<file path="src/rtl/rf_pkg.sv">
// Shared types and sizes for the register-file writeback path.
package rf_pkg;
    localparam int XLEN  = 32;
    localparam int AW    = 5;
    localparam int NREGS = 32;

    typedef struct packed {
        logic            live;
        logic [AW-1:0]   rd;
        logic [XLEN-1:0] data;
    } wb_entry_t;
endpackage

</file>
<file path="src/rtl/rf_wb_buffer.sv">
// In-order buffer of load results waiting for the register-file write port.
// Entries can be squashed in place; they keep their slot until popped.
module rf_wb_buffer
    import rf_pkg::*;
#(
    parameter int DEPTH = 4
) (
    input  logic                         i_clk,
    input  logic                         i_rst_n,
    input  logic                         i_push,
    input  logic [AW-1:0]                i_push_rd,
    input  logic [XLEN-1:0]              i_push_data,
    input  logic                         i_pop,
    input  logic                         i_squash_en,
    input  logic [AW-1:0]                i_squash_rd,
    output wb_entry_t                    o_head,
    output logic [$clog2(DEPTH+1)-1:0]   o_count,
    output logic                         o_full,
    output logic                         o_empty,
    output logic [NREGS-1:0]             o_pending
);
    localparam int PW = $clog2(DEPTH);
    localparam int CW = $clog2(DEPTH+1);

    wb_entry_t       r_mem [DEPTH];
    logic [PW-1:0]   r_rd_ptr;
    logic [PW-1:0]   r_wr_ptr;
    logic [CW-1:0]   r_count;

    assign o_head  = r_mem[r_rd_ptr];
    assign o_count = r_count;
    assign o_full  = (r_count == CW'(DEPTH));
    assign o_empty = (r_count == '0);

    // Popped slots have live cleared, so live alone marks buffered writes.
    always_ff @(posedge i_clk or negedge i_rst_n) begin
        if (!i_rst_n) begin
            for (int i = 0; i < DEPTH; i++) begin
                r_mem[i] <= '0;
            end
            r_rd_ptr <= '0;
            r_wr_ptr <= '0;
            r_count  <= '0;
        end else begin
            if (i_squash_en) begin
                for (int i = 0; i < DEPTH; i++) begin
                    if (r_mem[i].rd == i_squash_rd) begin
                        r_mem[i].live <= 1'b0;
                    end
                end
            end
            if (i_pop) begin
                r_mem[r_rd_ptr].live <= 1'b0;
                r_rd_ptr             <= r_rd_ptr + 1'b1;
            end
            if (i_push) begin
                r_mem[r_wr_ptr] <= '{live: 1'b1, rd: i_push_rd, data: i_push_data};
                r_wr_ptr        <= r_wr_ptr + 1'b1;
            end
            case ({i_push, i_pop})
                2'b10:   r_count <= r_count + 1'b1;
                2'b01:   r_count <= r_count - 1'b1;
                default: r_count <= r_count;
            endcase
        end
    end

    always_comb begin
        o_pending = '0;
        for (int i = 0; i < DEPTH; i++) begin
            if (r_mem[i].live) begin
                o_pending[r_mem[i].rd] = 1'b1;
            end
        end
    end
endmodule

</file>
<file path="src/rtl/rf_writeback_ctrl.sv">
// Merges ALU and LSU results onto the single register-file write port.
// ALU results are always the youngest write and override buffered loads.
module rf_writeback_ctrl
    import rf_pkg::*;
#(
    parameter int DEPTH = 4
) (
    input  logic                         CLK,
    input  logic                         RST_N,
    input  logic                         ALU_VALID,
    input  logic [AW-1:0]                ALU_RD,
    input  logic [XLEN-1:0]              ALU_DATA,
    input  logic                         LSU_VALID,
    output logic                         LSU_READY,
    input  logic [AW-1:0]                LSU_RD,
    input  logic [XLEN-1:0]              LSU_DATA,
    output logic [AW-1:0]                A3,
    output logic [XLEN-1:0]              WD3,
    output logic                         WE3,
    output logic [NREGS-1:0]             PENDING,
    output logic [$clog2(DEPTH+1)-1:0]   COUNT
);
    wb_entry_t       w_head;
    logic            w_full;
    logic            w_empty;
    logic            w_alu_issue;
    logic            w_lsu_acc;
    logic            w_lsu_nz;
    logic            w_pop;
    logic            w_head_issue;
    logic            w_bypass;
    logic            w_push;

    logic [AW-1:0]   r_a3;
    logic [XLEN-1:0] r_wd3;
    logic            r_we3;

    // READY depends only on the occupancy flop, never on this cycle's pop.
    assign LSU_READY    = ~w_full;
    assign w_lsu_acc    = LSU_VALID & ~w_full;
    assign w_lsu_nz     = (LSU_RD != '0);
    assign w_alu_issue  = ALU_VALID & (ALU_RD != '0);
    assign w_pop        = ~w_alu_issue & ~w_empty;
    assign w_head_issue = w_pop & w_head.live;
    assign w_bypass     = ~w_alu_issue & w_empty & w_lsu_acc & w_lsu_nz;
    assign w_push       = w_lsu_acc & w_lsu_nz & ~w_bypass
                        & ~(w_alu_issue & (LSU_RD == ALU_RD));

    rf_wb_buffer #(.DEPTH(DEPTH)) u_buf (
        .i_clk       (CLK),
        .i_rst_n     (RST_N),
        .i_push      (w_push),
        .i_push_rd   (LSU_RD),
        .i_push_data (LSU_DATA),
        .i_pop       (w_pop),
        .i_squash_en (w_alu_issue),
        .i_squash_rd (ALU_RD),
        .o_head      (w_head),
        .o_count     (COUNT),
        .o_full      (w_full),
        .o_empty     (w_empty),
        .o_pending   (PENDING)
    );

    always_ff @(posedge CLK or negedge RST_N) begin
        if (!RST_N) begin
            r_we3 <= 1'b0;
            r_a3  <= '0;
            r_wd3 <= '0;
        end else begin
            r_we3 <= w_alu_issue | w_head_issue | w_bypass;
            if (w_alu_issue) begin
                r_a3  <= ALU_RD;
                r_wd3 <= ALU_DATA;
            end else if (w_head_issue) begin
                r_a3  <= w_head.rd;
                r_wd3 <= w_head.data;
            end else if (w_bypass) begin
                r_a3  <= LSU_RD;
                r_wd3 <= LSU_DATA;
            end
        end
    end

    assign A3  = r_a3;
    assign WD3 = r_wd3;
    assign WE3 = r_we3;
endmodule

</file>
<file path="config.mk">
export PLATFORM = sky130hd
export DESIGN_NAME = rf_writeback_ctrl
export DESIGN_NICKNAME = d
export VERILOG_FILES = /design/src/rtl/rf_pkg.sv /design/src/rtl/rf_wb_buffer.sv /design/src/rtl/rf_writeback_ctrl.sv
export SDC_FILE = /design/constraint.sdc
export NUM_CORES = 1
export LEC_CHECK = 0
export ABC_AREA = 1
export BUFFER_PORTS_ARGS = -buffer_cell sky130_fd_sc_hd__buf_2
export CAP_MARGIN = 10
export CORE_MARGIN = 4
export CORE_UTILIZATION = 64
export CTS_CLUSTER_SIZE = 12
export DETAILED_ROUTE_END_ITERATION = 10
export HOLD_SLACK_MARGIN = 0.12
export PLACE_DENSITY_LB_ADDON = 0.25
export SETUP_SLACK_MARGIN = 0.5
export SYNTH_ARGS = -nofsm -noshare
export SYNTH_HDL_FRONTEND = slang
export SYNTH_SLANG_ARGS = --single-unit
</file>
<file path="constraint.sdc">
create_clock -name CLK -period 4.6 [get_ports CLK]
set_input_delay 0.23 -clock CLK [delete_from_list [all_inputs] [get_ports CLK]]
set_output_delay 0.23 -clock CLK [all_outputs]
set_load 0.01 [all_outputs]
</file>
[Word level (Yosys, flattened, before mapping)]
Cells that the tools add are included.
Word-level totals
  register bits: 197
  input bits: 78
  output and inout bits: 74
  logic and storage cells: 114
Cells by class
  $add $sub $neg: 4
  magnitude comparators: 12
  equality and inequality tests: 8
  mux-type cells: 38
  bitwise logic cells: 23
  reduce and logical (&&, ||, !) cells: 11
Operators by type and width (number)
  152-bit bitwise mux: 2
  152-bit two-way mux: 2
  32-bit two-way mux: 7
  38-bit demux with 2-bit select: 2
  38-bit two-way mux: 4
  32-bit OR: 3
  38-bit binary-select mux with 2-bit select: 1
  5-bit equality test: 5
  5-bit by 6-bit less-than comparator with 1-bit output, second input constant: 4
  1-bit demux with 5-bit select: 4
  5-bit by 1-bit greater-or-equal comparator with 1-bit output, second input constant: 4
  5-bit two-way mux: 3
  1-bit two-way mux: 12
  1-bit AND: 11
  5-bit nonzero test: 2
  3-bit greater-or-equal comparator, second input constant: 2
  1-bit logical AND: 6
  3-bit by 1-bit less-than comparator with 1-bit output, second input constant: 2
  2-bit NOT with 3-bit output: 2
  3-bit case mux with 2 select lines: 1
  1-bit NOT: 5
  2-bit by 1-bit adder with 2-bit output, second input constant: 2
  3-bit by 1-bit adder with 3-bit output, second input constant: 1
  3-bit equality test, second input constant: 1
  7 further kinds: 8

[Depth between registers and ports, before layout]
Gate-level depths: netlist of run 1.
  depth after elaboration: 11
  gate-level depth with buffers: 15
  gate-level depth less buffers: 12

[Modules after synthesis]
Synthesis of run 1 repeated with hierarchy kept, for this count alone.
Second synthesis, totals
  cell total of the unflattened synthesis: 1581
  area, all modules: 11119.4 um^2
Modules (own cells, without submodules)
  rf_wb_buffer: instances 1, cells each 1110, area each 8313.0 um^2, sequential area each 3978.8 um^2
  rf_writeback_ctrl: instances 1, cells each 471, area each 2806.4 um^2, sequential area each 950.9 um^2

[Worst setup path before layout of run 1]
OpenSTA, ideal clock, no wires.
  kind: reg-to-reg
  start: register u_buf.r_count[0] (netlist: u_buf.o_count[0])
  end: register u_buf.r_count[2] (netlist: u_buf.o_count[2])
  data arrival time: 2.160 ns
  setup slack: 2.309 ns
  cell stages (with the launch flop): 14
  buffers on the path: 2
  cell sequence: dfrtp_1 > nor2_1 > nand2_1 > inv_2 > a21oi_2 > buf_4 > buf_6 > nand2_1 > ha_1 > inv_1 > fa_1 > a21oi_1 > o21ai_0 > xor2_1
On the way
  cells in the longest elaborated chain, start to end: 10
  elaborated cells between the ends (all ways): 19
RTL lines
  from (decl): line rf_wb_buffer.sv:28  | logic [CW-1:0] r_count;
  from (signal assigned): line rf_wb_buffer.sv:61  | 2'b10: r_count <= r_count + 1'b1;
  from (signal assigned): line rf_wb_buffer.sv:62  | 2'b01: r_count <= r_count - 1'b1;
  from (signal assigned): line rf_wb_buffer.sv:63  | default: r_count <= r_count;
  3-bit equality test: line rf_wb_buffer.sv:32  | assign o_full = (r_count == CW'(DEPTH));
  1-bit NOT: line rf_writeback_ctrl.sv:40  | assign w_lsu_acc = LSU_VALID & ~w_full;
  1-bit AND: line rf_writeback_ctrl.sv:40
  1-bit AND (2 in a row): line rf_writeback_ctrl.sv:45  | assign w_bypass = ~w_alu_issue & w_empty & w_lsu_acc & w_lsu_nz;
  1-bit NOT: line rf_writeback_ctrl.sv:46  | assign w_push = w_lsu_acc & w_lsu_nz & ~w_bypass
  1-bit AND: line rf_writeback_ctrl.sv:46
  1-bit AND: line rf_writeback_ctrl.sv:47  | & ~(w_alu_issue & (LSU_RD == ALU_RD));
  2-bit by 1-bit equality test with 1-bit output or 2-bit equality test (tied branches): line rf_wb_buffer.sv:60  | case ({i_push, i_pop})
  3-bit case mux with 2 select lines or 2-bit nonzero test (tied branches)
Several ways; a longest one is shown, not always the timed one.
A chain may end at the register's enable or synchronous reset.

[Final worst setup path of run 1]
  start: register u_buf.r_rd_ptr[0]
  end: register r_wd3[17] (netlist: WD3[17])
On the way
  cells in the longest elaborated chain, start to end: 7
  elaborated cells between the ends (all ways): 8
RTL lines
  from (decl): line rf_wb_buffer.sv:26  | logic [PW-1:0] r_rd_ptr;
  from (signal assigned): line rf_wb_buffer.sv:54  | r_rd_ptr <= r_rd_ptr + 1'b1;
  2-bit NOT with 3-bit output (not written as such) (*): line rf_wb_buffer.sv:30  | assign o_head = r_mem[r_rd_ptr];
  38-bit binary-select mux with 2-bit select (*): line rf_wb_buffer.sv:30
  38-bit two-way mux (not written as such) (*) (2 in a row): line rf_wb_buffer.sv:30
  1-bit AND: line rf_writeback_ctrl.sv:44  | assign w_head_issue = w_pop & w_head.live;
  32-bit two-way mux: line rf_writeback_ctrl.sv:75  | end else if (w_head_issue) begin
  32-bit two-way mux: line rf_writeback_ctrl.sv:72  | if (w_alu_issue) begin
  to (signal assigned): line rf_writeback_ctrl.sv:77  | r_wd3 <= w_head.data;
  to (decl): line rf_writeback_ctrl.sv:35  | logic [XLEN-1:0] r_wd3;
Mark *: on every way between the ends. The rest lies on a longest branch, timed or not. The select of a mux whose other input is x is not followed.

==> results of run 1 <==
==> worst register-to-register path: cells and delay by family, from the launching register on <==
kind | cells | cell delay [ns]
AND/OR/NAND/NOR | 8 | 1.46
buffers and inverters | 3 | 1.11
flip-flops | 1 | 0.62
==> layout make-up <==
type / instances / area [sq um] / share of cell area (%)
Timing Repair Buffer: 223 / 1445 / 10.73
Sequential cell: 197 / 4931 / 36.63
Multi-Input combinational cell: 1151 / 5803 / 43.10
Inverter: 109 / 411.6 / 3.058
Clock buffer: 18 / 439.2 / 3.262
Tap cell: 229 / 286.5 / 2.128
Clock inverter: 14 / 146.4 / 1.087
==> flip-flops by register name, indices dropped and copies added (netlist names) <==
register,flops
u_buf.r_mem,152
u_buf.r_wr_ptr,2
WD3,32
WE3,1
u_buf.o_count,3
u_buf.r_rd_ptr,2
A3,5
==> cell families (layout without fill, tap and decap cells) <==
kind of cell	count (synthesis)	in the layout
AOI/OAI and AO/OA	150	150
and+or+nand+nor	965	965
DFF	197	197
adders and majority gates	10	10
xor gates and xnor gates	26	26
buffers and inverters	249	364
==> synth_stat cells, drive strengths merged (2+ instances only) <==
| cell type | count |
|---|---|
| inv | 109 |
| dfrtp | 197 |
| xnor2 | 17 |
| nand3 | 136 |
| nand2 | 587 |
| o22a | 30 |
| nand4 | 153 |
| o21ai | 8 |
| nor2 | 87 |
| o221ai | 32 |
| ha | 9 |
| a21oi | 9 |
| o211ai | 69 |
| clkbuf | 45 |
| o22ai | 2 |
| buf | 95 |
| xor2 | 9 |
==> report_power, final <==
part	internal (mW)	leakage [nW]	total (mW)	switching, mW
Sequential	2.54	2.45	3.27	0.732
Combinational	1.43	4.22	4.32	2.89
Clock	0.745	0.287	1.51	0.765
Total	4.71	6.95	9.10	4.39
==> per-layer routing <==
layer / GRT usage (%) / vias up
met2: 55.68 / 666
met1: 48.32 / 5638
met4: 10.21 / 0
met3: 5.489 / 71
li1: - / 5559
met5: 0 / -
==> per-stage QoR <==
| stage | area (sq um) | worst slack [ns] |
|---|---|---|
| finish | 13460 | 1.306 |
| global route | 13460 | 0.9955 |
| CTS | 13460 | 1.412 |
| detailed placement | 12320 | 1.400 |
| global placement | 12320 | 1.528 |
| floorplan | 11850 | 2.309 |
==> what timing repair did <==
item                                   4_1_cts  5_1_grt
endpoints found under the hold margin      237        0
hold buffers                                56        0
setup buffers                                0        0
==> worst max path at each step <==
stage / from / end / cells past startpoint
final: u_buf.r_rd_ptr[0] / WD3[17] / 11
after CTS: u_buf.r_rd_ptr[0] / WD3[6] / 11
after global placement: ALU_RD[2] / u_buf.o_count[2] / 13
after global routing: u_buf.r_rd_ptr[0] / WD3[17] / 11
after floorplan: u_buf.o_count[0] / u_buf.o_count[2] / 13
after detailed placement: u_buf.r_rd_ptr[0] / WD3[1] / 11
==> metrics.yaml, run 1 <==
diodes: 0
place_hpwl_microns: 20860
cts_inserted_buffers: 17
p_per_area_mw_per_mm2: 676.0
syn_to_final_growth_pct: 13.66
core_sq_mm: 0.01809
synthCells: 1597
routed-wl-met3_microns: 3152
io_pins: 152
synth_fa_ha_area_share_pct: 1.120
drt_wl_total_microns: 35120
syn_nets: 1685
synth_top_family_by_area: "simple AND/OR/NAND/NOR gates"
ant_nets: 0
fin_nets: 1787
cts.clk_slew.worst_paths_ns: 0.08
synth_edf_count: 0
antenna_found_initial: 0
grt_pass1_wl_microns: 57730
finalHoldViolations: 0
routed.top_layer: "met4"
min_path_cells: 5
vias: 11930
seq_area_frac_synth_pct: 41.62
relSlewSlack_pct: 29.16
whs_ns: 0.1253
tns_ns: 0
crit_family: "simple AND/OR/NAND/NOR gates"
fin_crit_sh_pct: 71.61
grt_max_degree: 98
path_cells: "inv_4, nand2_1, nand3_1, nand2_2, inv_1, nor2_1, nor2_4, buf_4, nor2_1, nand2_1, nand2_1"
m1WireLength_microns: 14320
syn-cell-area_sq_mm: 0.01185
fin_cells: 1941
die_w_microns: 144.0
synthArstFlopShare_pct: 100.0
yosys.area.top_type: "dfrtp_1"
yosysWarnings: 0
cp-start-kind: "register"
synth_xor_area_share_pct: 1.922
cts-root-buf: "clkbuf_16"
hold_path.startpoint: "ALU_DATA[1]"
routabilityCongestion: 1.021
yosys-top-cells-area: "dfrtp_1 42%, nand2_1 19%, nand4_1 8.1%"
synth_area_per_cell_sq_um: 7.417
drcViolationCount: 0
timing.rr.end: "WD3[17]"
routed_via_density: 6.148
status: "complete, no violations"
crit_buf_inv: 3
crit_required_ns: 4.94
r2r-start: "u_buf.r_rd_ptr[0]"
track_usage_pct: 34.41
cts_tree: "built"
start_util_pct: 65.49
die_h_microns: 144.0
rsz0062_at_grt: "false"
fmax_mhz: 303.6
synth.area.mux_share_pct: 0
drv_cap: 0
worst_path_max_delay_cell: "nor2_4"
r2r_setup_slack_ns: 1.31
p_leak_nw: 6.954
hold_class: "input port to register"
synth_top_cell_area_share_pct: 41.62
dieArea_sq_mm: 0.02075
synth_simple_gate_area_share_pct: 35.66
htreeDepth: 4
cpMostUsedCell: "nand2_1"
ys_types: 29
fp-row-count: 49
p_total_mw: 9.101
final_cell_mix: "585 x nand2_1, 196 x dfrtp_1, 153 x nand4_1"
ir_drop_uv: 450.2
r2r_cells: 11
initialDrtViolationCount: 1415
wl_met2_microns: 16930
dp.cells: 1853
portBuffers: 151
fill_cells: 1395
tightest_slew_ns: 1.063
gr-total-overflow: 0
post_cts_resized: 0
holdPathEnd: "WD3[1]"
wl_per_cell_microns: 18.09
grt_pass1_vias: 11180
synth_compound_area_share_pct: 9.845
insertion_delay_ns: 0.44
cp_max_fo: 44
drive_above_1_share_pct: 13.14
critPathKind: "register to register"
synth-main-ff-cell: "dfrtp_1"
layout_commonest_cell: "nand2_1"
cts.path.max_buffers: 2
max_stage_delay_ns: 0.63
setup_violations: 0
postLayoutCoreUtil_pct: 74.44
clock-sinks: 197
fin_skew_ns: 0.01597
synth_seq_cells: 197
worstPathArrival_ns: 3.63
finalCriticalPeriod_ns: 3.294
maxSlewViolCount: 0
worstSetupEndpointType: "register"
drtPass1Iterations: 6
(Power assumes the default switching activity.)
==> run 2: changes to the inputs <==
--- a/config.mk
+++ b/config.mk
@@ -9,7 +9,7 @@
 export BUFFER_PORTS_ARGS = -buffer_cell sky130_fd_sc_hd__buf_2
 export CAP_MARGIN = 10
 export CORE_MARGIN = 4
-export CORE_UTILIZATION = 64
+export CORE_UTILIZATION = 59
 export CTS_CLUSTER_SIZE = 12
 export DETAILED_ROUTE_END_ITERATION = 10
 export HOLD_SLACK_MARGIN = 0.12
==> constraint.sdc (replaced) <==
create_clock -name CLK -period 3.4 [get_ports CLK]
set_input_delay 0.17 -clock CLK [delete_from_list [all_inputs] [get_ports CLK]]
set_output_delay 0.17 -clock CLK [all_outputs]
set_load 0.01 [all_outputs]
==> metrics.yaml, run 2 (synthesis results as in run 1) <==
status: "complete, no violations"  # unchanged
critPathKind: "input port to register"  # was register to register
syn_to_final_growth_pct: 16.54  # was 13.66%
regMostFlops: "u_buf.r_mem"  # unchanged
cp-endpoint: "u_buf.o_count[2]"  # was WD3[17]
start_util_pct: 60.46  # was 65.49%
cts.path.max_buffers: 2  # unchanged
p_leak_nw: 7.097  # was 6.954 nW
setup_violations: 0  # unchanged
r2r-start: "u_buf.o_count[0]"  # was u_buf.r_rd_ptr[0]
place_ws_ns: 0.7628  # was 1.400 ns
routabilityCongestion: 0.9450  # was 1.021
regArea_sq_mm: 0.004931  # unchanged
cp_num_cells: 14  # was 11
clock-sinks: 197  # unchanged
final_cell_mix: "585 x nand2_1, 196 x dfrtp_1, 153 x nand4_1"  # unchanged
place_hpwl_microns: 20770  # was 20860 microns
die_h_microns: 149.7  # was 144.0 microns
tightest_slew_ns: 0.8741  # was 1.063 ns
antenna_found_initial: 0  # unchanged
multi_input_area_sq_mm: 0.005803  # unchanged
die_w_microns: 149.7  # was 144.0 microns
worstSetupEndpointType: "register"  # unchanged
fill_cells: 1602  # was 1395
core_sq_mm: 0.01959  # was 0.01809 sq mm
fin_skew_ns: 0.009920  # was 0.01597 ns
grt_pass1_vias: 11490  # was 11180
cts.clk_slew.worst_paths_ns: 0.08  # about the same
cts_setup_buffers: 0  # unchanged
post_cts_resized: 0  # unchanged
wl_per_cell_microns: 17.75  # was 18.09 microns
fin_nets: 1811  # was 1787
track_usage_pct: 32.14  # was 34.41%
grt_pass1_wl_microns: 58330  # was 57730 microns
initialDrtViolationCount: 1478  # was 1415
worst_path_max_delay_cell: "dlygate4sd3_1"  # was nor2_4
cp-startpoint: "LSU_RD[1]"  # was u_buf.r_rd_ptr[0]
cp_max_fo: 28  # was 44
vias: 11890  # was 11930
tns_ns: 0  # unchanged
drcViolationCount: 0  # unchanged
cts_tree: "built"  # unchanged
relSlewSlack_pct: 41.73  # was 29.16%
hold_class: "input port to register"  # unchanged
ir_drop_uv: 558.9  # was 450.2 uV
ant_nets: 0  # unchanged
r2r_setup_slack_ns: 0.87  # was 1.31 ns
cts-root-buf: "clkbuf_16"  # unchanged
maxSlewViolCount: 0  # unchanged
cts_inserted_buffers: 17  # unchanged
diodes: 0  # unchanged
fmax_mhz: 384.0
cp-start-kind: "input port"  # was register
htreeDepth: 4  # unchanged
layout_commonest_cell: "nand2_1"  # unchanged
postLayoutCoreUtil_pct: 70.47  # was 74.44%
drtPass1Iterations: 6  # unchanged
r2r_cells: 9  # was 11
p_per_area_mw_per_mm2: 908.1  # was 676.0 mW/mm^2
insertion_delay_ns: 0.43  # was 0.44 ns
fin_crit_sh_pct: 76.58
rsz0062_at_grt: "false"  # unchanged
worstPathArrival_ns: 2.92  # was 3.63 ns
cts-hold-fix-buffers: 70  # was 56
finalHoldViolations: 0  # unchanged
gr-total-overflow: 0  # unchanged
crit_required_ns: 3.72  # was 4.94 ns
setup_ws_ns: 0.7961  # was 1.306 ns
timing.rr.end: "u_buf.r_mem[50]"  # was WD3[17]
routed_via_density: 5.943  # was 6.148
crit_family: "buffers and inverters"  # was simple AND/OR/NAND/NOR gates
portBuffers: 151  # unchanged
fp-row-count: 51  # was 49
grt_max_degree: 155  # was 98
drive_above_1_share_pct: 13.54  # was 13.14%
crit_buf_inv: 4  # was 3
path_cells: "dlygate4sd3_1, buf_2, inv_1, nand2_1, nand4_1, nor2_1, nand3_4, nand2_1, ha_1, inv_1, fa_1, a21oi_1, o21ai_0, xor2_1"  # was inv_4, nand2_1, nand3_1, nand2_2, inv_1, nor2_1, nor2_4, buf_4, nor2_1, nand2_1, nand2_1
max_stage_delay_ns: 0.53  # was 0.63 ns
drv_cap: 0  # unchanged
finalCriticalPeriod_ns: 2.604
dieArea_sq_mm: 0.02241  # was 0.02075 sq mm
drt_wl_total_microns: 35530  # was 35120 microns
largest_reg_flops: 152  # unchanged
io_pins: 152  # unchanged
==> run 2: changes by cell type in the layout (fill, tap and decap cells not counted), sizes merged <==
| cell | previous run | this run |
|---|---|---|
| buf | 166 | 176 |
| clkinv | 2 | 4 |
| inv | 120 | 115 |
| dlygate4sd3 | 56 | 70 |
| bufinv | 0 | 3 |
==> run 2: worst min-delay path by stage <==
| stage | from | endpoint | slack (ns) | cells after the start |
|---|---|---|---|---|
| after floorplan | RST_N | A3[0] | -0.13 | 0 |
| after global placement | RST_N | A3[3] | 0.34 | 1 |
| after detailed placement | RST_N | A3[1] | 0.33 | 1 |
| after CTS | ALU_RD[4] | A3[4] | 0.21 | 7 |
| after global routing | ALU_RD[4] | A3[4] | 0.26 | 7 |
| final | ALU_RD[4] | A3[4] | 0.22 | 7 |
==> run 2: worst min-delay path, stage by stage <==
cell	delay (ns)
buf_2	0.16
inv_2	0.08
nand2_1	0.05
inv_1	0.04
nor2_1	0.03
nand2_1	0.05
nand2_1	0.04
==> run 2: cell type report <==
cell class	instances	share of cell area, %
inverter	109	2.982
clock inverter	14	1.378
timing repair buffer	247	12.30
sequential	197	35.72
clock buffer	18	3.181
tap	265	2.402
multi-input combinational	1151	42.04
==> run 2: metal layers <==
metal	GRT usage, %	share of wire (%)	wire [microns]	vias up
met2	53.42	48	16970	634
met5	0	0	0	-
met4	10.29	2.3	831	0
li1	-	-	-	5602
met3	5.603	9.3	3319	91
met1	43.17	41	14410	5565
==> run 2: where the power goes <==
| part | total [mW] | internal (mW) | switching [mW] |
|---|---|---|---|
| Clock | 2.16 | 1.20 | 0.953 |
| Combinational | 6.02 | 2.00 | 4.03 |
| Sequential | 4.36 | 3.43 | 0.923 |
| Total | 12.5 | 6.63 | 5.90 |
==> run 2: stage by stage <==
step / instances / hold WS, ns / cell area (sq um) / power, mW
CTS: 2001 / 0.2131 / 13800 / 12.45
detailed placement: 1899 / 0.3350 / 12470 / 10.19
global placement: 1899 / 0.3394 / 12470 / 9.989
global route: 2001 / 0.2571 / 13800 / 13.50
floorplan: 1597 / -0.1256 / 11850 / 8.413
finish: 2001 / 0.2205 / 13800 / 12.54
==> run 3: changes to the inputs <==
==> constraint.sdc (replaced) <==
create_clock -name CLK -period 2.6 [get_ports CLK]
set_input_delay 0.13 -clock CLK [delete_from_list [all_inputs] [get_ports CLK]]
set_output_delay 0.13 -clock CLK [all_outputs]
set_load 0.01 [all_outputs]
==> metrics.yaml, run 3 (synthesis results as in run 1) <==
diodes: 0  # unchanged
layout_commonest_cell: "nand2_1"  # unchanged
grt_pass1_wl_microns: 59020  # was 58330 microns
fp-row-count: 51  # unchanged
cts_tree: "built"  # unchanged
status: "complete, no violations"  # unchanged
routabilityCongestion: 0.9720  # was 0.9450
intPower_mw: 8.759  # was 6.634 mW
gr-total-overflow: 0  # unchanged
pwr-share-clk_pct: 16.5  # was 17.2%
initialDrtViolationCount: 1296  # was 1478
drcViolationCount: 0  # unchanged
rsz0062_at_grt: "true"  # was false
htreeDepth: 4  # unchanged
cts.path.max_buffers: 2  # unchanged
combinationalPowerShare_pct: 48.8  # was 48.0%
place_hpwl_microns: 21370  # was 20770 microns
maxSlewViolCount: 0  # unchanged
drive_above_1_share_pct: 15.14  # was 13.54%
drt_wl_total_microns: 36560  # was 35530 microns
fin_crit_sh_pct: 82.41
p_leak_nw: 7.186  # was 7.097 nW
finalHoldViolations: 0  # unchanged
hold_class: "input port to register"  # unchanged
relSlewSlack_pct: 52.01  # was 41.73%
final_cell_mix: "583 x nand2_1, 194 x dfrtp_1, 153 x nand4_1"  # was 585 x nand2_1, 196 x dfrtp_1, 153 x nand4_1
io_pins: 152  # unchanged
cts-root-buf: "clkbuf_16"  # unchanged
antenna_found_initial: 0  # unchanged
tns_ns: 0  # unchanged
r2r_setup_slack_ns: 0.60  # was 0.87 ns
fmax_mhz: 466.7
max_stage_delay_ns: 0.50  # was 0.53 ns
place_area_sq_mm: 0.01256  # was 0.01247 sq mm
cp-start-kind: "register"  # was input port
p_seq_share_pct: 34.7  # was 34.8%
cts.clk_slew.worst_paths_ns: 0.07  # was 0.08 ns
track_usage_pct: 32.58  # was 32.14%
insertion_delay_ns: 0.43  # about the same
regMostFlops: "u_buf.r_mem"  # unchanged
portBuffers: 151  # unchanged
ant_nets: 0  # unchanged
worst_path_max_delay_cell: "dfrtp_1"  # was dlygate4sd3_1
syn_to_final_growth_pct: 18.76  # was 16.54%
tightest_slew_ns: 0.7198  # was 0.8741 ns
swShare_pct: 47.29  # was 47.08%
setup_violations: 0  # unchanged
start_util_pct: 60.46  # unchanged
fill_cells: 1582  # was 1602
fin_skew_ns: 0.009322  # was 0.009920 ns
fin_nets: 1825  # was 1811
core_sq_mm: 0.01959  # unchanged
p_per_area_mw_per_mm2: 1181  # was 908.1 mW/mm^2
switchingPower_mw: 7.859  # was 5.902 mW
grt_max_degree: 101  # was 155
wl_per_cell_microns: 18.14  # was 17.75 microns
drtPass1Iterations: 6  # unchanged
cts_inserted_buffers: 17  # unchanged
ir_drop_uv: 667.2  # was 558.9 uV
fin_area_sq_mm: 0.01407  # was 0.01380 sq mm
cp_max_fo: 8  # was 28
clock-sinks: 197  # unchanged
die_w_microns: 149.7  # unchanged
routed_via_density: 6.010  # was 5.943
dieArea_sq_mm: 0.02241  # unchanged
regArea_sq_mm: 0.004933  # was 0.004931 sq mm
critPathKind: "register to primary output"  # was input port to register
crit_required_ns: 2.47  # was 3.72 ns
finalCriticalPeriod_ns: 2.143
die_h_microns: 149.7  # unchanged
grt_pass1_vias: 11420  # was 11490
largest_reg_flops: 152  # unchanged
vias: 12110  # was 11890
path_cells: "inv_1, nand3_1, o221ai_1, buf_2"  # was dlygate4sd3_1, buf_2, inv_1, nand2_1, nand4_1, nor2_1, nand3_4, nand2_1, ha_1, inv_1, fa_1, a21oi_1, o21ai_0, xor2_1
drv_cap: 0  # unchanged
worstSetupEndpointType: "primary output"  # was register
multi_input_area_sq_mm: 0.005914  # was 0.005803 sq mm
worstPathArrival_ns: 2.01  # was 2.92 ns
==> run 3: final timing paths <==
| kind | startpoint | end | cells after the start |
|---|---|---|---|
| hold / removal | LSU_RD[2] | A3[2] | 5 |
| max in group asynchronous | RST_N | u_buf.r_mem[128] | 3 |
| setup / recovery | u_buf.r_mem[71] | PENDING[5] | 4 |
| min in group asynchronous | RST_N | WE3 | 2 |
| setup reg to reg | u_buf.r_rd_ptr[0] | WD3[14] | 9 |
| hold reg to reg | u_buf.r_mem[51] | u_buf.r_mem[51] | 2 |
==> run 3: layer usage <==
metal | GRT usage, % | up-vias | share of wire (%)
li1 | - | 5643 | -
met1 | 43.45 | 5759 | 40
met2 | 53.87 | 605 | 48
met3 | 5.754 | 103 | 8.5
met4 | 11.57 | 0 | 3.0
met5 | 0 | - | 0
==> run 3: power by group through the flow <==
| stage | clock network (mW) | registers (mW) | logic, mW |
|---|---|---|---|
| after floorplan | 0 | 5.35 | 5.69 |
| after global placement | 0 | 5.63 | 7.55 |
| after detailed placement | 0 | 5.69 | 7.76 |
| after CTS | 2.76 | 5.65 | 7.90 |
| after global routing | 2.88 | 5.91 | 9.05 |
| final | 2.74 | 5.77 | 8.11 |
==> run 3: per-stage QoR <==
stage | hold WS, ns | utilization, % | worst slack [ns] | power (mW) | instances
5_1_grt | 0.1736 | 71.81 | 0.4704 | 17.83 | 2015
2_1_floorplan | -0.1656 | - | 0.5005 | 11.04 | 1597
4_1_cts | 0.1316 | 71.05 | 0.4824 | 16.32 | 2009
3_5_place_dp | 0.1627 | 64.12 | 0.4778 | 13.46 | 1902
3_3_place_gp | 0.1614 | 64.12 | 0.5232 | 13.18 | 1902
6_report | 0.1386 | 71.81 | 0.4574 | 16.62 | 2015
==> run 3: final cells by class <==
cell class / instances / share of cell area, %
clock buffers: 20 / 3.318
clock inverters: 12 / 1.005
inverters: 109 / 2.926
multi-input cells: 1151 / 42.04
flip-flops and latches: 197 / 35.07
well taps: 265 / 2.357
repair buffers: 261 / 13.28
==> run 3: what timing repair did <==
item,in CTS,in global routing
pin swaps,0,2
setup endpoints to repair,32,165
buffers inserted,1,6
endpoints found under the hold margin,240,0
gates resized for setup,0,23
hold buffers,74,0
==> run 3: worst max-delay path, delay by kind of cell (launching register included) <==
family	cells	cell delay, ns
buf+inv	2	0.31
flops	1	0.50
compound gates	1	0.38
simple gates	1	0.38
